[src/rtl/fifo_rd_stream.sv]
// -----------------------------------------------------------------------------
// fifo_rd_stream
//
// Read-side drainer for the async FIFO. It pulls words out of the FIFO read
// port (empty flag plus combinational read data) into a small ring buffer.
// It then re-presents them as a registered valid/ready stream. It lives
// entirely in the FIFO read clock domain.
//
// Parameters
//   data_t        word type, same as the FIFO's word type
//   BUF_DEPTH     ring buffer entries (power of two, >= 2)
//
// Ports
//   clk_i         read-domain clock, rising edge
//   rst_ni        asynchronous active-low reset
//   fifo_empty_i  FIFO empty flag
//   fifo_data_i   FIFO read data, valid whenever fifo_empty_i is low
//   fifo_rd_o     FIFO read enable; the FIFO pops at the edge where it is high
//   flush_i       synchronous discard of all buffered words
//   m_valid_o     stream valid (registered)
//   m_ready_i     stream ready
//   m_data_o      stream data (registered)
//   count_o       buffer occupancy
//   beats_o       completed stream handshakes, modulo 2^32
// -----------------------------------------------------------------------------
module fifo_rd_stream #(
    parameter type data_t    = logic [7:0],
    parameter int  BUF_DEPTH = 2
) (
    input  logic                           clk_i,
    input  logic                           rst_ni,
    input  logic                           fifo_empty_i,
    input  data_t                          fifo_data_i,
    output logic                           fifo_rd_o,
    input  logic                           flush_i,
    output logic                           m_valid_o,
    input  logic                           m_ready_i,
    output data_t                          m_data_o,
    output logic [$clog2(BUF_DEPTH+1)-1:0] count_o,
    output logic [31:0]                    beats_o
);

    localparam int            CW       = $clog2(BUF_DEPTH + 1);
    localparam int            IW       = $clog2(BUF_DEPTH);
    localparam logic [CW-1:0] FULL_CNT = CW'(BUF_DEPTH);

    data_t         mem_q [BUF_DEPTH];
    logic [IW-1:0] wr_idx_q, wr_idx_d;
    logic [IW-1:0] rd_idx_q, rd_idx_d;
    logic [CW-1:0] count_q, count_d;
    logic          full_q, full_d;
    logic [31:0]   beats_q, beats_d;
    logic          push;
    logic          pop;

    // The read enable depends only on the FIFO flag, the registered full
    // flag and flush. Stream ready never reaches it combinationally. As a
    // result, a full buffer stalls the FIFO for one cycle after a pop.
    // At BUF_DEPTH=2 this still sustains one word per cycle.
    assign fifo_rd_o = !fifo_empty_i && !full_q && !flush_i;
    assign push      = fifo_rd_o;
    assign pop       = m_valid_o && m_ready_i;

    assign m_valid_o = (count_q != '0);
    assign m_data_o  = mem_q[rd_idx_q];
    assign count_o   = count_q;
    assign beats_o   = beats_q;

    // Flush clears indices and occupancy. A handshake taken in the same
    // cycle has already been seen downstream, so it still counts as a beat.
    // Index wrap relies on BUF_DEPTH being a power of two.
    always_comb begin
        wr_idx_d = wr_idx_q;
        rd_idx_d = rd_idx_q;
        count_d  = count_q;
        beats_d  = pop ? beats_q + 32'd1 : beats_q;
        if (flush_i) begin
            wr_idx_d = '0;
            rd_idx_d = '0;
            count_d  = '0;
        end else begin
            if (push) begin
                wr_idx_d = wr_idx_q + IW'(1);
            end
            if (pop) begin
                rd_idx_d = rd_idx_q + IW'(1);
            end
            if (push && !pop) begin
                count_d = count_q + CW'(1);
            end else if (!push && pop) begin
                count_d = count_q - CW'(1);
            end
        end
        full_d = (count_d == FULL_CNT);
    end

    always_ff @(posedge clk_i or negedge rst_ni) begin
        if (!rst_ni) begin
            wr_idx_q <= '0;
            rd_idx_q <= '0;
            count_q  <= '0;
            full_q   <= 1'b0;
            beats_q  <= '0;
        end else begin
            wr_idx_q <= wr_idx_d;
            rd_idx_q <= rd_idx_d;
            count_q  <= count_d;
            full_q   <= full_d;
            beats_q  <= beats_d;
        end
    end

    // Entries are cleared on reset so that m_data_o reads zero while idle.
    // Push already excludes flush through fifo_rd_o.
    always_ff @(posedge clk_i or negedge rst_ni) begin
        if (!rst_ni) begin
            for (int i = 0; i < BUF_DEPTH; i++) begin
                mem_q[i] <= '0;
            end
        end else if (push) begin
            mem_q[wr_idx_q] <= fifo_data_i;
        end
    end

endmodule

[config.mk]
export PLATFORM = sky130hd
export DESIGN_NAME = fifo_rd_stream
export DESIGN_NICKNAME = d
export VERILOG_FILES = /design/src/rtl/fifo_rd_stream.sv
export SDC_FILE = /design/constraint.sdc
export NUM_CORES = 1
export LEC_CHECK = 0
export ABC_AREA = 0
export CORE_AREA = 5 5 92 94
export DETAILED_ROUTE_END_ITERATION = 8
export DIE_AREA = 0 0 97 99
export PLACE_DENSITY = 0.7
export SYNTH_ARGS = -nofsm -noshare
export SYNTH_HDL_FRONTEND = slang
export SYNTH_SLANG_ARGS = --single-unit
[constraint.sdc]
create_clock -name clk_i -period 1.85 [get_ports clk_i]
set_clock_uncertainty 0.1 [all_clocks]
set_input_delay 0.2775 -clock clk_i [delete_from_list [all_inputs] [get_ports clk_i]]
set_output_delay 0.2775 -clock clk_i [all_outputs]
set_load 0.05 [all_outputs]
## Word level (Yosys, flattened, before mapping)

Index checks and enable logic that the tools add are counted.

- $lt $le $gt $ge: 3
- $add $sub $neg: 5
- Equal/unequal tests: 1
- Bitwise logic cells: 2
- Mux-type cells: 13
- Reductions and logical operators: 14

Operator list:

| cell | count |
|---|---|
| adder 32 x 1 -> 32 bit (second input constant) | 1 |
| 2-to-1 mux 8 bit | 4 |
| bitwise mux 16 bit | 1 |
| demux 8 bit (select 1 bit) | 1 |
| logical AND 1 bit | 6 |
| 2-to-1 mux 2 bit | 3 |
| nonzero test 2 bit | 3 |
| zero test 1 bit | 5 |
| >= comparator 2 bit (second input constant) | 2 |
| 2-to-1 mux 1 bit | 4 |
| inverter 1 -> 2 bit | 2 |
| adder 1 bit (second input constant) | 2 |
| adder 2 x 1 -> 2 bit (second input constant) | 1 |
| equality test 2 bit (second input constant) | 1 |
| < comparator 2 x 1 -> 1 bit (second input constant) | 1 |
| subtractor 2 x 1 -> 2 bit (second input constant) | 1 |

- Bits in registers: 53

## Logic depth before layout (Yosys ltp)

Gate-level depths: netlist of the first run.

- Depth after elaboration: 9
- Mapped depth: 8
- Gate-level depth less buffers: 6

## Worst setup path after synthesis of the first run

No wires, ideal clock.

- Kind: register -> register
- Start: register count_q[0] (netlist: count_o[0])
- End: register full_q
- Buffers on the path: 0
- Required time: 1651 ps
- Arrival: 1988 ps
- Cell stages (with the launch flop): 7
- Setup slack: -337 ps
- Cell sequence: dfrtp_1 inv_1 ha_1 inv_1 nand2_1 or3_1 a311oi_1

- Longest elaborated chain between the ends: 7
- Elaborated cells between the ends (all ways): 11

RTL lines:

| element | RTL line | RTL |
|---|---|---|
| from (decl) | 50 | `logic [CW-1:0] count_q, count_d;` |
| from (signal assigned) | 107 | `count_q <= count_d;` |
| nonzero test 2 bit * | 64 | `assign m_valid_o = (count_q != '0);` |
| named net m_valid_o | 36 | `output logic m_valid_o,` |
| logical AND 1 bit * | 62 | `assign pop = m_valid_o && m_ready_i;` |
| logical AND 1 bit or zero test 1 bit (tied branches) | 90, 88 |  |
| 2-to-1 mux 2 bit or logical AND 1 bit (tied branches) | 90, 88 |  |
| 2-to-1 mux 2 bit * | 88 | `if (push && !pop) begin` |
| 2-to-1 mux 2 bit * | 77 | `if (flush_i) begin` |
| equality test 2 bit * | 94 | `full_d = (count_d == FULL_CNT);` |
| named net full_d | 51 | `logic full_q, full_d;` |
| to (signal assigned) | 108 | `full_q <= full_d;` |
| to (decl) | 51 |  |

The timed path passes the listed nets; every way through them passes the cells marked *.
A chain may end at the register's enable or synchronous reset.

==> flow_metrics.tcl, run 1 <==
set metrics [dict create \
    hold_ws_ns 0.377 \
    grt_max_degree 24 \
    maxCapViolCount 0 \
    vias 1801 \
    drt-wirelength-per-cell_um 14.9 \
    yosysSeqAreaShare_pct 52.1 \
    wl_um 5650 \
    placed_area_mm2 0.00324 \
    overflow 0 \
    via_per_inst 4.74 \
    ys_warn_count 0 \
    finalHoldViolations 0 \
    ioPinCount 57 \
    leakagePower_nw 1.50 \
    startpoint_type "flop" \
    tightestPinTransition_ns 0.539 \
    setup_tns_ns 0 \
    fin_ws_ns 0.0861 \
    synth_ff_type "dfrtp_1" \
    antenna_found_initial 0 \
    start_util_pct 33.6 \
    drtAntennaViolNets 0 \
    power_mw 4.18 \
    arrival_ns 1.39 \
    design_area_mm2 0.00338 \
    core_area_mm2 0.00757 \
    dieWidth_um 97 \
    grt_pass1_wl_um 9730 \
    grt_usage_pct 12.3 \
    min_path_type "in2async" \
    synth_nets 222 \
    cts_buffer_depth 2 \
    rsz0062_at_grt "no" \
    cp_data_required_time_ns 1.47 \
    finalCritPeriodShare_pct 95.3 \
    power_density_mw_per_mm2 1230 \
    gp_congestion 0.778 \
    outcome "finished, final reports clean" \
    port_buffers 56 \
    crit_path_end_kind "primary output" \
    drc 0 \
    setup_violations 0 \
    path_max_fanout 9 \
    period_minus_slack_ns 1.76 \
    dieArea_mm2 0.00960 \
    finalNonFillerCells 380 \
    ir_drop_mv 0.483 \
    cts.sinks 53 \
    synth-async-reset-ratio_pct 100 \
    cts_buffers 5 \
    dp_slack_ns -0.113 \
    cts.htree.levels 2 \
    crit_type "reg2out" \
    cts_tree "done" \
    utilization_pct 44.7 \
    path_clk_slew_ns 0.10 \
    num_rows 32 \
    grt_pass1_vias 1934 \
    final_nets 292 \
    cts_root_buffer "clkbuf_8" \
    drt-initial-drc-count 51 \
    clk_latency_ns 0.31 \
    dr.pass1.iters 4 \
    synthDistinctLibCells 40 \
    drive_gt1_share_pct 39.2 \
    antenna_cells 0 \
    syn_area_per_cell_um2 12.3 \
    die_h_um 99 \
    dp_cells 371 \
    slew_viol_final 0 \
    synthToLayoutAreaGrowth_pct 33.0 \
    synthCells 207 \
    synth_edf_count 0 \
    syn_area_mm2 0.00254 \
    maxSlewHeadroom_pct 64.1 \
    dp_hpwl_um 4260 \
    synth-seq-cells 53 \
    fmax_mhz 567 \
]
layout make-up:
type                       instances  area [um^2]
fill                             701         4180
sequential                        53         1330
multi-input combinational        145         1190
timing repair buffer              69          596
tap                              102          128
clock buffer                       6         82.6
clock inverter                     2         37.5
inverter                           3         15.0
cells in the final DEF (no fill, tap or decap), types with 2 or more instances in the layout:
master	instances
and2_1	9
and3_1	2
buf_12	4
buf_4	52
clkbuf_8	6
clkdlybuf4s50_1	11
clkinvlp_4	2
dfrtp_1	47
dfrtp_2	6
inv_2	2
mux2_1	6
mux2_2	18
nand2_1	13
nand3_1	12
nand4_1	15
nand4_2	2
nor2_1	3
nor2_2	2
nor2b_1	2
nor3_1	4
nor4_4	3
or3_1	2
xnor2_1	28
xor2_1	5
power by group:
| part | leakage, nW | total (mW) | switching [mW] | internal, mW |
|---|---|---|---|---|
| Combinational | 0.752 | 1.74 | 1.04 | 0.700 |
| Sequential | 0.689 | 1.61 | 0.210 | 1.40 |
| Clock | 0.0574 | 0.823 | 0.382 | 0.440 |
| Total | 1.50 | 4.18 | 1.63 | 2.54 |
cells by family (layout without fill, tap and decap cells):
kind of cell | Yosys count | count (layout) | synth area share (%)
AOI/OAI and AO/OA | 4 | 4 | 0.983
buffers and inverters | 9 | 80 | 1.92
adders and majority gates | 2 | 2 | 0.983
muxes | 24 | 24 | 10.6
xor gates and xnor gates | 34 | 34 | 12.0
and+or+nand+nor | 81 | 81 | 21.4
DFF | 53 | 53 | 52.1
synthesized netlist by cell type (2+ instances only):
| library cell | n | share of area [%] |
|---|---|---|
| nor2b_1 | 2 | 0.49 |
| xnor2_1 | 28 | 9.6 |
| or3_1 | 2 | 0.49 |
| nor4_2 | 2 | 0.98 |
| nand4_1 | 15 | 3.7 |
| and2_1 | 9 | 2.2 |
| nand3_1 | 12 | 2.4 |
| mux2_2 | 18 | 8.0 |
| nor3_1 | 4 | 0.79 |
| nand4_2 | 2 | 0.98 |
| buf_2 | 2 | 0.39 |
| nor2_2 | 2 | 0.49 |
| mux2_1 | 6 | 2.7 |
| ha_1 | 2 | 0.98 |
| nor2_1 | 3 | 0.44 |
| nor4_4 | 2 | 1.7 |
| inv_1 | 3 | 0.44 |
| and3_1 | 3 | 0.74 |
| xor2_1 | 5 | 1.7 |
| dfrtp_1 | 53 | 52 |
| nand2_1 | 13 | 1.9 |
per-layer routing:
metal	share of wire (%)	routed length [um]	vias up	track usage [%]
li1	-	-	866	-
met1	48	2710	882	16.5
met2	46	2580	47	19.7
met3	5.4	303	6	3.75
met4	1.0	57	0	2.92
met5	0	0	-	0
what timing repair did:
item | 4_1_cts | 5_1_grt
pin swaps | 0 | 0
setup buffers | 0 | 0
hold buffers | 1 | 0
endpoints found under the setup margin | 8 | 2
gates resized for setup | 1 | 2
endpoints found under the hold margin | 21 | 0
registers in the layout (all words and copies together) (netlist names):
name / cells
count_o: 2
full_q: 1
mem_q: 16
wr_idx_q: 1
beats_o: 32
rd_idx_q: 1
final timing paths:
kind,from,to,cells past startpoint,slack [ns]
worst max-delay path,rd_idx_q$_DFFE_PN0P_,m_data_o[0],2,0.09
worst max register to register,count_o[0]$_DFF_PN0_,beats_o[27]$_DFFE_PN0P_,6,0.14
worst min register to register,beats_o[31]$_DFFE_PN0P_,beats_o[31]$_DFFE_PN0P_,1,0.39
worst min-delay path,rst_ni,mem_q[3]$_DFFE_PN0P_,2,0.38
min in group clk_i,beats_o[31]$_DFFE_PN0P_,beats_o[31]$_DFFE_PN0P_,1,0.39
max in group asynchronous,rst_ni,beats_o[1]$_DFFE_PN0P_,3,0.71
worst max-delay path: stages, from the launching register on:
cell and delay [ns]:
dfrtp_2 0.51, mux2_2 0.38, buf_4 0.19
No activity file was read; power rests on OpenSTA's default activity.
==> run 2, diff against run 1 <==
--- a/config.mk
+++ b/config.mk
@@ -9,7 +9,9 @@
 export CORE_AREA = 5 5 92 94
 export DETAILED_ROUTE_END_ITERATION = 8
 export DIE_AREA = 0 0 97 99
-export PLACE_DENSITY = 0.7
+export DONT_BUFFER_PORTS = 1
+export GPL_ROUTABILITY_DRIVEN = 0
+export PLACE_DENSITY = 0.6
 export SYNTH_ARGS = -nofsm -noshare
 export SYNTH_HDL_FRONTEND = slang
 export SYNTH_SLANG_ARGS = --single-unit
==> flow_metrics.tcl, run 2 (same netlist as run 1, synthesis figures left out) <==
set metrics [dict create \
    grt_pass1_vias 1860 \
    drc 0 \
    arrival_ns 1.82 \
    utilization_pct 41.8 \
    drt-wirelength-per-cell_um 15.6 \
    ir_drop_mv 0.649 \
    worst-path-buf-inv 1 \
    grt_max_degree 54 \
    synthToLayoutAreaGrowth_pct 24.2 \
    nFillCells 718 \
    dieArea_mm2 0.00960 \
    cts_buffer_depth 2 \
    hold_end "mem_q[11]$_DFFE_PN0P_" \
    antenna_cells 0 \
    grt_usage_pct 12.5 \
    cts.htree.levels 2 \
    cts_tree "done" \
    outcome "finished, final reports clean" \
    crit_family "simple AND/OR/NAND/NOR gates" \
    die_h_um 99 \
    path_cells "inv_2 > ha_4 > nand4b_1 > nor4_2 > nand4_1 > xnor2_1" \
    port_buffers 0 \
    critPathSlowestCell "dfrtp_2" \
    num_rows 32 \
    hold_depth 1 \
    rsz0062_at_grt "no" \
    reg2reg_to "beats_o[25]$_DFFE_PN0P_" \
    wl_um 5600 \
    maxCapViolCount 0 \
    maxSlewHeadroom_pct 65.3 \
    layout_common_cells "dfrtp_1 (47), buf_4 (39), xnor2_1 (28)" \
    drt-initial-drc-count 45 \
    dieWidth_um 97 \
    regArea_mm2 0.00133 \
    vias 1726 \
    cp_data_required_time_ns 1.95 \
    min_from "fifo_data_i[3]" \
    dp_cells 342 \
    period_minus_slack_ns 1.72 \
    dp_hpwl_um 4180 \
    fmax_mhz 582 \
    tightestPinTransition_ns 0.520 \
    setup_violations 0 \
    via_per_inst 4.81 \
    path_max_fanout 4 \
    multi_input_area_mm2 0.00119 \
    cts_setup_buffers 0 \
    antenna_found_initial 0 \
    final_nets 272 \
    finalNonFillerCells 359 \
    core_area_mm2 0.00757 \
    crit_path_end_kind "flop" \
    finalCritPeriodShare_pct 92.9 \
    grt_pass1_wl_um 9710 \
    dr.pass1.iters 4 \
    cts_buffers 5 \
    clk_latency_ns 0.30 \
    crit_type "reg2reg" \
    drtAntennaViolNets 0 \
    min_path_type "in2reg" \
    cts.sinks 53 \
    ioPinCount 57 \
    startpoint_type "flop" \
    power_density_mw_per_mm2 1190 \
    cts_root_buffer "clkbuf_8" \
    finalHoldViolations 0 \
    hold_ws_ns 0.0208 \
    drive_gt1_share_pct 35.0 \
    max_stage_delay_ns 0.37 \
    r2r_setup_slack_ns 0.13 \
    start_util_pct 33.6 \
    path_clk_slew_ns 0.09 \
    leakagePower_nw 1.37 \
    largest_register_ffs 32 \
    worstSetupPathDepth 6 \
    final_common_cell "dfrtp_1" \
    rr_worst_depth 6 \
    crit-reg2reg-launch "count_o[1]$_DFF_PN0_" \
    slew_viol_final 0 \
    overflow 0 \
]
[run 2: cell count changes in the layout (fill, tap and decap cells not counted), sizes merged]
cell / change
bufinv: -1
buf: -17
clkdlybuf4s50: -11
dlygate4sd3: +8
clkbuf: +1
clkinvlp: -1
[run 2: worst max-delay path by stage]
stage / start / end / slack (ns)
2_1_floorplan: full_q$_DFF_PN0_ / mem_q[0]$_DFFE_PN0P_ / -0.002
3_5_place_dp: count_o[0]$_DFF_PN0_ / beats_o[31]$_DFFE_PN0P_ / 0.06
4_1_cts: count_o[0]$_DFF_PN0_ / beats_o[31]$_DFFE_PN0P_ / 0.04
3_3_place_gp: count_o[1]$_DFF_PN0_ / beats_o[31]$_DFFE_PN0P_ / 0.17
6_report: count_o[1]$_DFF_PN0_ / beats_o[25]$_DFFE_PN0P_ / 0.13
5_1_grt: count_o[1]$_DFF_PN0_ / beats_o[18]$_DFFE_PN0P_ / 0.03
[run 2: stage by stage]
step / setup TNS, ns / worst slack (ns) / cell area, um^2 / total power [mW]
6_report: 0 / 0.132 / 3160 / 3.77
5_1_grt: 0 / 0.0291 / 3160 / 4.01
4_1_cts: 0 / 0.0399 / 3130 / 3.82
3_5_place_dp: 0 / 0.0594 / 2950 / 3.10
3_3_place_gp: 0 / 0.167 / 2950 / 3.07
2_1_floorplan: -0.00467 / -0.00233 / 2570 / 2.81
[run 2: metal layers]
| layer | track usage (%) | vias up | routed length [um] |
|---|---|---|---|
| li1 | - | 830 | - |
| met1 | 16.5 | 853 | 2630 |
| met2 | 19.5 | 37 | 2540 |
| met3 | 4.46 | 6 | 353 |
| met4 | 3.67 | 0 | 73 |
| met5 | 0 | - | 0 |
[run 2: where the power goes]
part	internal, mW	total, mW	switching (mW)
sequential	1.40	1.58	0.171
clock	0.298	0.666	0.368
combinational	0.514	1.53	1.02
total	2.22	3.77	1.56
[run 2: repair_timing]
| item | in CTS | in global routing |
|---|---|---|
| gates resized for setup | 1 | 1 |
| endpoints found under the hold margin | 62 | 4 |
| cloned | 0 | 0 |
| endpoints found under the setup margin | 2 | 1 |
| pin swaps | 0 | 1 |
| hold buffers | 7 | 3 |
[run 2: final cells by class]
cell class	instances	share of cell area (%)
clock buffer	7	2.73
inverter	3	0.475
multi-input combinational	145	37.6
sequential	53	42.2
tap	102	4.04
timing repair buffer	49	13.0
==> run 3, diff against run 2 <==
--- a/config.mk
+++ b/config.mk
@@ -9,9 +9,10 @@
 export CORE_AREA = 5 5 92 94
 export DETAILED_ROUTE_END_ITERATION = 8
 export DIE_AREA = 0 0 97 99
-export DONT_BUFFER_PORTS = 1
 export GPL_ROUTABILITY_DRIVEN = 0
-export PLACE_DENSITY = 0.6
+export PLACE_DENSITY = 0.7
+export RECOVER_POWER = 100
+export SKIP_CTS_REPAIR_TIMING = 1
 export SYNTH_ARGS = -nofsm -noshare
 export SYNTH_HDL_FRONTEND = slang
 export SYNTH_SLANG_ARGS = --single-unit
==> flow_metrics.tcl, run 3 (same netlist as run 1, synthesis figures left out) <==
set metrics [dict create \
    grt_pass1_vias 1931 \
    rsz0062_at_grt "no" \
    outcome "finished, final reports clean" \
    final_nets 292 \
    min_path_type "reg2reg" \
    path_max_fanout 9 \
    path_clk_slew_ns 0.09 \
    setup_violations 0 \
    path_cells "mux2_2 > clkbuf_4" \
    finalNonFillerCells 380 \
    synthToLayoutAreaGrowth_pct 27.1 \
    drive_gt1_share_pct 28.4 \
    leakagePower_nw 1.38 \
    crit-reg2reg-launch "count_o[0]$_DFF_PN0_" \
    antenna_found_initial 0 \
    maxCapViolCount 0 \
    max_stage_delay_ns 0.51 \
    cts_buffers 5 \
    ioPinCount 57 \
    finalHoldViolations 0 \
    drt-wirelength-per-cell_um 14.9 \
    r2r_setup_slack_ns 0.15 \
    drtAntennaViolNets 0 \
    min_from "beats_o[31]$_DFFE_PN0P_" \
    drt-initial-drc-count 60 \
    tightestPinTransition_ns 0.635 \
    slew_viol_final 0 \
    maxSlewHeadroom_pct 57.8 \
    cp_data_required_time_ns 1.47 \
    grt_usage_pct 12.3 \
    port_buffers 56 \
    cts_tree "done" \
    dr.pass1.iters 4 \
    finalCritPeriodShare_pct 96.3 \
    dieWidth_um 97 \
    start_util_pct 33.6 \
    num_rows 32 \
    drc 0 \
    core_area_mm2 0.00757 \
    wl_um 5650 \
    cts.htree.levels 2 \
    clk_latency_ns 0.31 \
    crit_type "reg2out" \
    hold_ws_ns 0.388 \
    startpoint_type "flop" \
    critPathSlowestCell "dfrtp_2" \
    final_common_cell "dfrtp_1" \
    nFillCells 740 \
    grt_max_degree 24 \
    dp_cells 371 \
    grt_pass1_wl_um 9720 \
    die_h_um 99 \
    cts_buffer_depth 2 \
    utilization_pct 42.8 \
    ir_drop_mv 0.476 \
    dp_hpwl_um 4260 \
    period_minus_slack_ns 1.78 \
    cts_root_buffer "clkbuf_8" \
    crit_path_end_kind "primary output" \
    cts.sinks 53 \
    setup.worst_path.start "rd_idx_q$_DFFE_PN0P_" \
    dieArea_mm2 0.00960 \
    overflow 0 \
    antenna_cells 0 \
    layout_common_cells "dfrtp_1 (50), xnor2_1 (28), clkbuf_1 (25)" \
    largest_register_ffs 32 \
    arrival_ns 1.40 \
    power_density_mw_per_mm2 1270 \
    vias 1807 \
    via_per_inst 4.76 \
    fmax_mhz 561 \
]
[run 3: changes by cell type in the layout (fill, tap and decap cells not counted), moves of 2 or more]
cell,previous run,this run
dfrtp_2,6,3
dlygate4sd3_1,9,1
clkbuf_4,0,7
clkbuf_2,0,11
clkbuf_1,1,25
nor4_2,3,1
dfrtp_1,47,50
buf_4,39,11
buf_12,0,3
clkdlybuf4s50_1,0,11
[run 3: worst max-delay path: cells and delay by family, from the launching register on]
family / cells / cell delay (ns)
mux: 1 / 0.38
buf+inv: 1 / 0.21
flops: 1 / 0.51
[run 3: metal layers]
| layer | vias to the layer above | wire length (um) | global-route usage, % |
|---|---|---|---|
| li1 | 870 | - | - |
| met1 | 877 | 2640 | 16.4 |
| met2 | 54 | 2570 | 19.7 |
| met3 | 6 | 384 | 3.75 |
| met4 | 0 | 46 | 2.92 |
| met5 | - | 0 | 0 |
[run 3: path summary, 6_finish.rpt]
check | end | cells after the start
worst max-delay path | m_data_o[4] | 2
worst min register to register | beats_o[31]$_DFFE_PN0P_ | 1
min in group asynchronous | mem_q[3]$_DFFE_PN0P_ | 2
max in group asynchronous | beats_o[1]$_DFFE_PN0P_ | 3
worst min-delay path | beats_o[31]$_DFFE_PN0P_ | 1
worst max register to register | beats_o[27]$_DFFE_PN0P_ | 6
[run 3: cell type report]
cell class / count / area, um^2 / area share (%)
repair buffers: 69 / 464 / 14.3
flip-flops and latches: 53 / 1330 / 41.1
inverters: 3 / 12.5 / 0.387
well taps: 102 / 128 / 3.94
multi-input cells: 145 / 1180 / 36.5
clock buffers: 6 / 82.6 / 2.55
clock inverters: 2 / 37.5 / 1.16
[run 3: through the flow]
stage | TNS (ns) | power, mW | setup slack, ns | instance area, um^2
2_1_floorplan | -0.00467 | 2.81 | -0.00233 | 2570
3_3_place_gp | -0.718 | 3.35 | -0.0631 | 3240
3_5_place_dp | -1.10 | 3.39 | -0.113 | 3240
4_1_cts | -0.314 | 4.22 | -0.0504 | 3360
5_1_grt | 0 | 4.32 | 0.00621 | 3240
6_report | 0 | 4.10 | 0.0685 | 3240
[run 3: power by group]
group	internal [mW]	total, mW	switching [mW]
clock	0.440	0.826	0.385
sequential	1.40	1.61	0.206
combinational	0.636	1.67	1.03
total	2.48	4.10	1.62
